File: src/rtl/pim_req_scheduler.sv
// Request buffer ahead of the DDR3 controller. Requests are reordered to favour
// open-row hits, and a bypass cap bounds how long the oldest request can be skipped.
module pim_req_scheduler #(
  parameter int DEPTH      = 8,
  parameter int MAX_BYPASS = 4,
  parameter int BANK_LSB   = 10,
  parameter int ROW_LSB    = 13
) (
  input  logic                     clk,
  input  logic                     rst_n,
  input  logic                     in_valid,
  output logic                     in_ready,
  input  logic [31:0]              in_addr,
  output logic                     out_valid,
  input  logic                     out_ready,
  output logic [31:0]              out_addr,
  output logic [$clog2(DEPTH):0]   queue_count,
  output logic [31:0]              hit_count,
  output logic [31:0]              issue_count
);

  localparam int CW = $clog2(DEPTH) + 1;
  localparam int IW = $clog2(DEPTH);
  localparam int BW = $clog2(MAX_BYPASS + 1);
  localparam logic [CW-1:0] DepthC   = CW'(DEPTH);
  localparam logic [BW-1:0] MaxBypC  = BW'(MAX_BYPASS);

  logic [31:0]   queue_q [DEPTH];
  logic [31:0]   queue_d [DEPTH];
  logic [CW-1:0] count_q, count_d;
  logic          outValid_q, outValid_d;
  logic [31:0]   outAddr_q, outAddr_d;
  logic [BW-1:0] bypassCnt_q, bypassCnt_d;
  logic [7:0]    openValid_q, openValid_d;
  logic [13:0]   openRow_q [8];
  logic [13:0]   openRow_d [8];
  logic [31:0]   hitCount_q, hitCount_d;
  logic [31:0]   issueCount_q, issueCount_d;

  logic [DEPTH-1:0] hitVec;
  logic [IW-1:0]    selIdx;
  logic [31:0]      selAddr;
  logic             selHit;
  logic             load;
  logic             enq;
  logic [CW-1:0]    countAfter;

  function automatic logic [2:0] bankOf(input logic [31:0] a);
    return a[BANK_LSB +: 3];
  endfunction

  function automatic logic [13:0] rowOf(input logic [31:0] a);
    return a[ROW_LSB +: 14];
  endfunction

  assign in_ready    = rst_n && (count_q < DepthC);
  assign out_valid   = outValid_q;
  assign out_addr    = outAddr_q;
  assign queue_count = count_q;
  assign hit_count   = hitCount_q;
  assign issue_count = issueCount_q;

  assign load       = (!outValid_q || out_ready) && (count_q != '0);
  assign enq        = in_valid && in_ready;
  assign countAfter = count_q - {{(CW-1){1'b0}}, load};

  always_comb begin
    for (int i = 0; i < DEPTH; i++) begin
      hitVec[i] = (CW'(i) < count_q) && openValid_q[bankOf(queue_q[i])] &&
                  (openRow_q[bankOf(queue_q[i])] == rowOf(queue_q[i]));
    end
  end

  // Lowest-index hit wins unless the oldest entry has been skipped too often.
  always_comb begin
    selIdx = '0;
    if (bypassCnt_q != MaxBypC) begin
      for (int i = DEPTH - 1; i >= 0; i--) begin
        if (hitVec[i]) selIdx = IW'(i);
      end
    end
    selAddr = queue_q[selIdx];
    selHit  = hitVec[selIdx];
  end

  always_comb begin
    for (int i = 0; i < DEPTH; i++) queue_d[i] = queue_q[i];
    for (int i = 0; i < 8; i++) openRow_d[i] = openRow_q[i];
    openValid_d  = openValid_q;
    outValid_d   = outValid_q;
    outAddr_d    = outAddr_q;
    bypassCnt_d  = bypassCnt_q;
    hitCount_d   = hitCount_q;
    issueCount_d = issueCount_q + {31'd0, outValid_q && out_ready};
    count_d      = countAfter + {{(CW-1){1'b0}}, enq};

    if (outValid_q && out_ready) outValid_d = 1'b0;

    if (load) begin
      for (int i = 0; i < DEPTH - 1; i++) begin
        if (IW'(i) >= selIdx) queue_d[i] = queue_q[i + 1];
      end
      outValid_d                  = 1'b1;
      outAddr_d                   = selAddr;
      openRow_d[bankOf(selAddr)]  = rowOf(selAddr);
      openValid_d[bankOf(selAddr)] = 1'b1;
      hitCount_d                  = hitCount_q + {31'd0, selHit};
      if (selIdx == '0)
        bypassCnt_d = '0;
      else if (bypassCnt_q != MaxBypC)
        bypassCnt_d = bypassCnt_q + 1'b1;
    end

    // Append lands after the compaction above so age order is kept.
    if (enq) begin
      for (int i = 0; i < DEPTH; i++) begin
        if (countAfter == CW'(i)) queue_d[i] = in_addr;
      end
    end
  end

  always_ff @(posedge clk) begin
    if (!rst_n) begin
      for (int i = 0; i < DEPTH; i++) queue_q[i] <= '0;
      for (int i = 0; i < 8; i++) openRow_q[i] <= '0;
      count_q      <= '0;
      outValid_q   <= 1'b0;
      outAddr_q    <= '0;
      bypassCnt_q  <= '0;
      openValid_q  <= '0;
      hitCount_q   <= '0;
      issueCount_q <= '0;
    end else begin
      for (int i = 0; i < DEPTH; i++) queue_q[i] <= queue_d[i];
      for (int i = 0; i < 8; i++) openRow_q[i] <= openRow_d[i];
      count_q      <= count_d;
      outValid_q   <= outValid_d;
      outAddr_q    <= outAddr_d;
      bypassCnt_q  <= bypassCnt_d;
      openValid_q  <= openValid_d;
      hitCount_q   <= hitCount_d;
      issueCount_q <= issueCount_d;
    end
  end

endmodule

File: config.mk
export PLATFORM = sky130hd
export DESIGN_NAME = pim_req_scheduler
export DESIGN_NICKNAME = d
export VERILOG_FILES = /design/src/rtl/pim_req_scheduler.sv
export SDC_FILE = /design/constraint.sdc
export NUM_CORES = 2
export LEC_CHECK = 0
export ABC_CLOCK_PERIOD_IN_PS = 6300
export CAP_MARGIN = 20
export CELL_PAD_IN_SITES_DETAIL_PLACEMENT = 1
export CELL_PAD_IN_SITES_GLOBAL_PLACEMENT = 2
export CORE_UTILIZATION = 40
export CTS_CLUSTER_SIZE = 40
export DETAILED_ROUTE_END_ITERATION = 10
export PLACE_DENSITY = 0.82
export SYNTH_ARGS = -nofsm -noshare
export SYNTH_HDL_FRONTEND = slang
export SYNTH_SLANG_ARGS = --single-unit
File: constraint.sdc
create_clock -name clk -period 6.3 [get_ports clk]
set_input_delay 1.26 -clock clk [delete_from_list [all_inputs] [get_ports clk]]
set_output_delay 1.26 -clock clk [all_outputs]
set_load 0.005 [all_outputs]
### After elaboration in Yosys (flattened, before gate mapping)

Memories as Yosys holds them, arrays and structs flattened.
Cells that the tools add are included.
W data, S select, Z words.

| storage, ports and cells | value |
|---|---|
| bits in registers | 112 |
| bits in writable memories | 368 |
| bits of input ports | 36 |
| output and inout bits | 102 |
| word-level logic and storage cells | 179 |
| memories | 2 |

Memory list:

| name | depth | width | read ports | clocked after memory_dff | wr ports | RTL line | text |
|---|---|---|---|---|---|---|---|
| queue_q | 8 | 32 | 9 | 0 | 8 | 28 | `logic [31:0] queue_q [DEPTH];` |
| openRow_q | 8 | 14 | 16 | 0 | 8 | 35 | `logic [13:0] openRow_q [8];` |

| operators by class | value |
|---|---|
| add/sub/neg operators | 5 |
| magnitude comparators | 29 |
| eq/ne operators | 16 |
| mux-type cells | 72 |
| bitwise logic cells | 18 |
| reduce and logical (&&, ||, !) cells | 30 |

Operators with widths:

| operator | number |
|---|---|
| $mux W32 | 23 |
| $mux W256 | 1 |
| $mux W224 | 1 |
| $mux W14 | 9 |
| $bwmux W112 | 1 |
| $eq A14 B14 Y1 | 8 |
| $mux W112 | 1 |
| $add A32 B1 Y32 | 2 |
| $demux W14 S3 | 1 |
| $lt A3 B4 Y1 const B | 10 |
| $mux W3 | 11 |
| $bmux W1 S3 | 9 |
| $logic_and A1 B1 Y1 | 22 |
| $eq A4 B3 Y1 const B | 4 |
| $lt A3 B4 Y1 const A | 4 |
| $or A1 B1 Y1 | 16 |
| $mux W1 | 14 |
| $ge A3 B3 Y1 const A | 3 |
| $eq A4 B2 Y1 const B | 2 |
| $lt A1 B4 Y1 const A | 2 |
| $lt A2 B4 Y1 const A | 2 |
| $or A8 B8 Y8 | 1 |
| $ge A1 B3 Y1 const A | 2 |
| $ge A2 B3 Y1 const A | 2 |
| 18 further kinds | 19 |

### Depth between registers and ports, before layout

An unclocked memory read counts as a cell.

| logic depth | value |
|---|---|
| depth in word-level cells | 22 |
| depth in mapped cells | 23 |
| gate-level depth less buffers | 20 |

### Worst setup path after synthesis

OpenSTA, ideal clock, no wires.

| path | value |
|---|---|
| path kind | flip-flop to flip-flop |
| from | mem queue_q[4][11] |
| to | mem openRow_q[1][10] |
| library setup time | 125 ps |
| data arrival time | 4,297 ps |
| data required time | 6,175 ps |
| setup slack | 1,879 ps |
| stages on the path, launching flop included | 19 |
| buffers on the path | 6 |
| clock period less this slack | 4,421 ps |
| cells stage by stage | dfxtp_1 -> buf_2 -> buf_2 -> buf_2 -> mux2i_1 -> xnor2_1 -> nor4b_1 -> nand4b_1 -> or3_1 -> o2111a_4 -> nor2_2 -> buf_6 -> mux2i_1 -> o22ai_1 -> or2_1 -> or4_1 -> buf_2 -> buf_4 -> mux2i_1 |

RTL lines:

| element | RTL line |
|---|---|
| start, declared | 28 |
| end, declared | 35 |

==> out/qor.yml <==
htree_levels: 2
grt_pass1_wl_um: 205600
regToRegStartpoint: "queue_q[0][10]$_SDFF_PN0_"
cts_tree: "yes"
clk_pin_slew_ns: 0.06
die-area_um2: 77560
stdcell_area_um2: 35370
synth-async-reset-ratio: 0
cp-start-kind: "register"
synth_ff_type: "dfxtp_1"
final_layout_size_suffix_gt1_frac: 0.1436
io_pins: 138
tightest_slew_ns: 1.171
startpoint: "queue_q[0][10]$_SDFF_PN0_"
setup_viol_count_final: 0
finalNetCount: 3354
peakVddDrop_v: 0.0004139
syn_inst: 3271
critPathArrivalTime_ns: 6.57
viasPerCell: 6.667
power.density_nw_per_um2: 503.3
hold_buffers: 0
drv_cap: 0
drt_iter0_drc: 3144
drc: 0
ys_seq_elements: 480
status: "completed"
mostFrequentLayoutCells: "mux2i_1, dfxtp_1, nor2_1"
antenna_left: 0
finalWirelength_um: 141200
hold_violations: 0
grt_antenna_before_repair: 6
hold_class: "reg -> reg"
start_util: 0.4033
layout_commonest_cell: "mux2i_1"
wire_per_inst_um: 32.60
r2r-end: "queue_q[6][11]$_SDFF_PN0_"
synth_edf_count: 0
r2r_slack_ns: 0.19
vias: 28870
core_region_area_um2: 75820
cp.required_ns: 6.75
numCtsBuffers: 56
tns_ns: 0
clock_sinks: 480
ys_top_cells_by_area: "dfxtp_1, mux2i_1, mux4_2, a211oi_1, nor2_1"
finClkSkew_ns: 0.03063
max_slew_margin: 0.2180
routabilityCongestion: 1.021
syn_nets: 3318
placed_cell_area_um2: 33300
grt_max_degree: 191
grt_pass1_vias: 29420
synthDistinctLibCells: 72
portBuffers: 137
critPathKind: "reg -> reg"
crit_fanout: 23
end_kind: "register"
grt-ovfl-total: 0
cts_resized: 0
max_freq_mhz: 163.6
dpl.hpwl_um: 99580
synth.yosys.warnings: 0
endpoint: "queue_q[6][11]$_SDFF_PN0_"
clock_path_buffers: 3
clockRootBuffer: "clkbuf_16"
reg2reg_depth: 16
period_needed_ns: 6.112
worst_slack_ns: 0.1877
finalPower_mw: 17.80
synth_seq_area_share: 0.3142
die_h_um: 278.5
yosysTopAreaCell: "dfxtp_1"
netlist_area_um2: 30580
syn_to_final_growth_pct: 15.66
yosys.area.top_type_share: 0.3142
clkLatencyLatePin_ns: 0.66
grtUsageTotal: 0.3578
slew_viol_final: 0
rows: 101
finalCritPeriodShare: 0.9702
die_x_um: 278.5
dp_slack_ns: 0.5029
postSynthAreaPerCell_um2: 9.349
post_cts_buffers: 0
first_pass_iters: 6
fillers: 8451
p_leak_nw: 12.84
rsz0062_at_grt: "false"
metal layers:
layer  routed length (um)  vias up  part of all wire  track usage
met5                    8        -          0.000057            0
met4                 8793        2             0.062       0.2017
met3                11770      423             0.083      0.06892
met2                63250     1535              0.45       0.5621
met1                57360    14720              0.41       0.4600
li1                     -    12190                 -            -
worst max-delay path: stages (launching register included):
cell and delay (ns):
dfxtp_1 1.09, nor2b_1 0.62, a22oi_1 0.23, and3_1 0.24, o22ai_1 0.25, nor4_1 0.16
buf_4 0.18, a21oi_1 0.25, buf_4 0.21, nand4_1 0.14, buf_4 0.20, nor3_2 0.75
buf_4 0.40, a21oi_4 0.10, buf_12 0.20, mux2i_1 0.16, a211oi_1 0.68
registers in the layout (all words and copies together), names as in the netlist:
| name | count |
|---|---|
| bypassCnt_q | 3 |
| openValid_q | 8 |
| queue_count | 4 |
| hit_count | 32 |
| openRow_q | 112 |
| issue_count | 32 |
| out_valid | 1 |
| queue_q | 256 |
| out_addr | 32 |
layout make-up:
class / instances / area [um^2] / share of cell area
sequential: 480 / 9623 / 0.2721
clock inverter: 20 / 375.4 / 0.01061
inverter: 22 / 90.09 / 0.002547
clock buffer: 81 / 1655 / 0.04680
antenna: 2 / 5.005 / 0.0001415
tap: 978 / 1224 / 0.03460
timing repair buffer: 284 / 2793 / 0.07896
multi-input combinational: 2463 / 19600 / 0.5543
power by group:
part / leakage [nW] / switching, mW / internal [mW]
clock: 0.994 / 1.44 / 2.19
combinational: 7.96 / 6.19 / 3.67
sequential: 3.88 / 0.852 / 3.46
total: 12.8 / 8.48 / 9.32
synth_stat cells (all sizes together), types with 17 or more instances:
library cell / number
xor2: 100
o211ai: 18
clkbuf: 194
xnor2: 32
mux2i: 570
nor2b: 22
a21o: 17
nand2: 313
a22oi: 57
nand4: 36
dfxtp: 480
inv: 21
a22o: 41
and3: 23
a211oi: 229
buf: 112
mux2: 57
or3: 32
nand3: 48
o22ai: 29
nor2: 343
nor3: 23
mux4: 145
a21oi: 127
o21ai: 32
a221oi: 22
through the flow:
step | instances | utilization | hold WS (ns)
after floorplan | 3271 | - | 0.4486
after global placement | 4226 | 0.4392 | 0.4574
after detailed placement | 4226 | 0.4392 | 0.4727
after CTS | 4327 | 0.4660 | 0.4810
after global routing | 4328 | 0.4664 | 0.5066
final | 4330 | 0.4665 | 0.4828
logic make-up (layout without fill, tap and decap cells):
| group | Yosys count | in the layout | share of synthesized area |
|---|---|---|---|
| simple gates | 911 | 911 | 0.1329 |
| mux | 772 | 772 | 0.3144 |
| compound gates | 637 | 637 | 0.1472 |
| flops | 480 | 480 | 0.3142 |
| buf+inv | 328 | 407 | 0.04902 |
| xor+xnor | 132 | 132 | 0.03781 |
| fa+ha+maj | 11 | 11 | 0.004501 |
| other cells | 0 | 2 | 0 |
worst min-delay path by stage:
stage / start / to / slack, ns / depth (start not counted)
final: queue_q[7][8]$_SDFFE_PN0P_ / queue_q[7][8]$_SDFFE_PN0P_ / 0.48 / 2
after detailed placement: queue_q[7][4]$_SDFFE_PN0P_ / queue_q[7][4]$_SDFFE_PN0P_ / 0.47 / 2
after global placement: bypassCnt_q[1]$_SDFFE_PN0P_ / bypassCnt_q[1]$_SDFFE_PN0P_ / 0.46 / 2
after floorplan: bypassCnt_q[1]$_SDFFE_PN0P_ / bypassCnt_q[1]$_SDFFE_PN0P_ / 0.45 / 2
after global routing: queue_q[7][3]$_SDFFE_PN0P_ / queue_q[7][3]$_SDFFE_PN0P_ / 0.51 / 2
after CTS: queue_q[7][4]$_SDFFE_PN0P_ / queue_q[7][4]$_SDFFE_PN0P_ / 0.48 / 2
No activity file was read; power rests on OpenSTA's default activity.
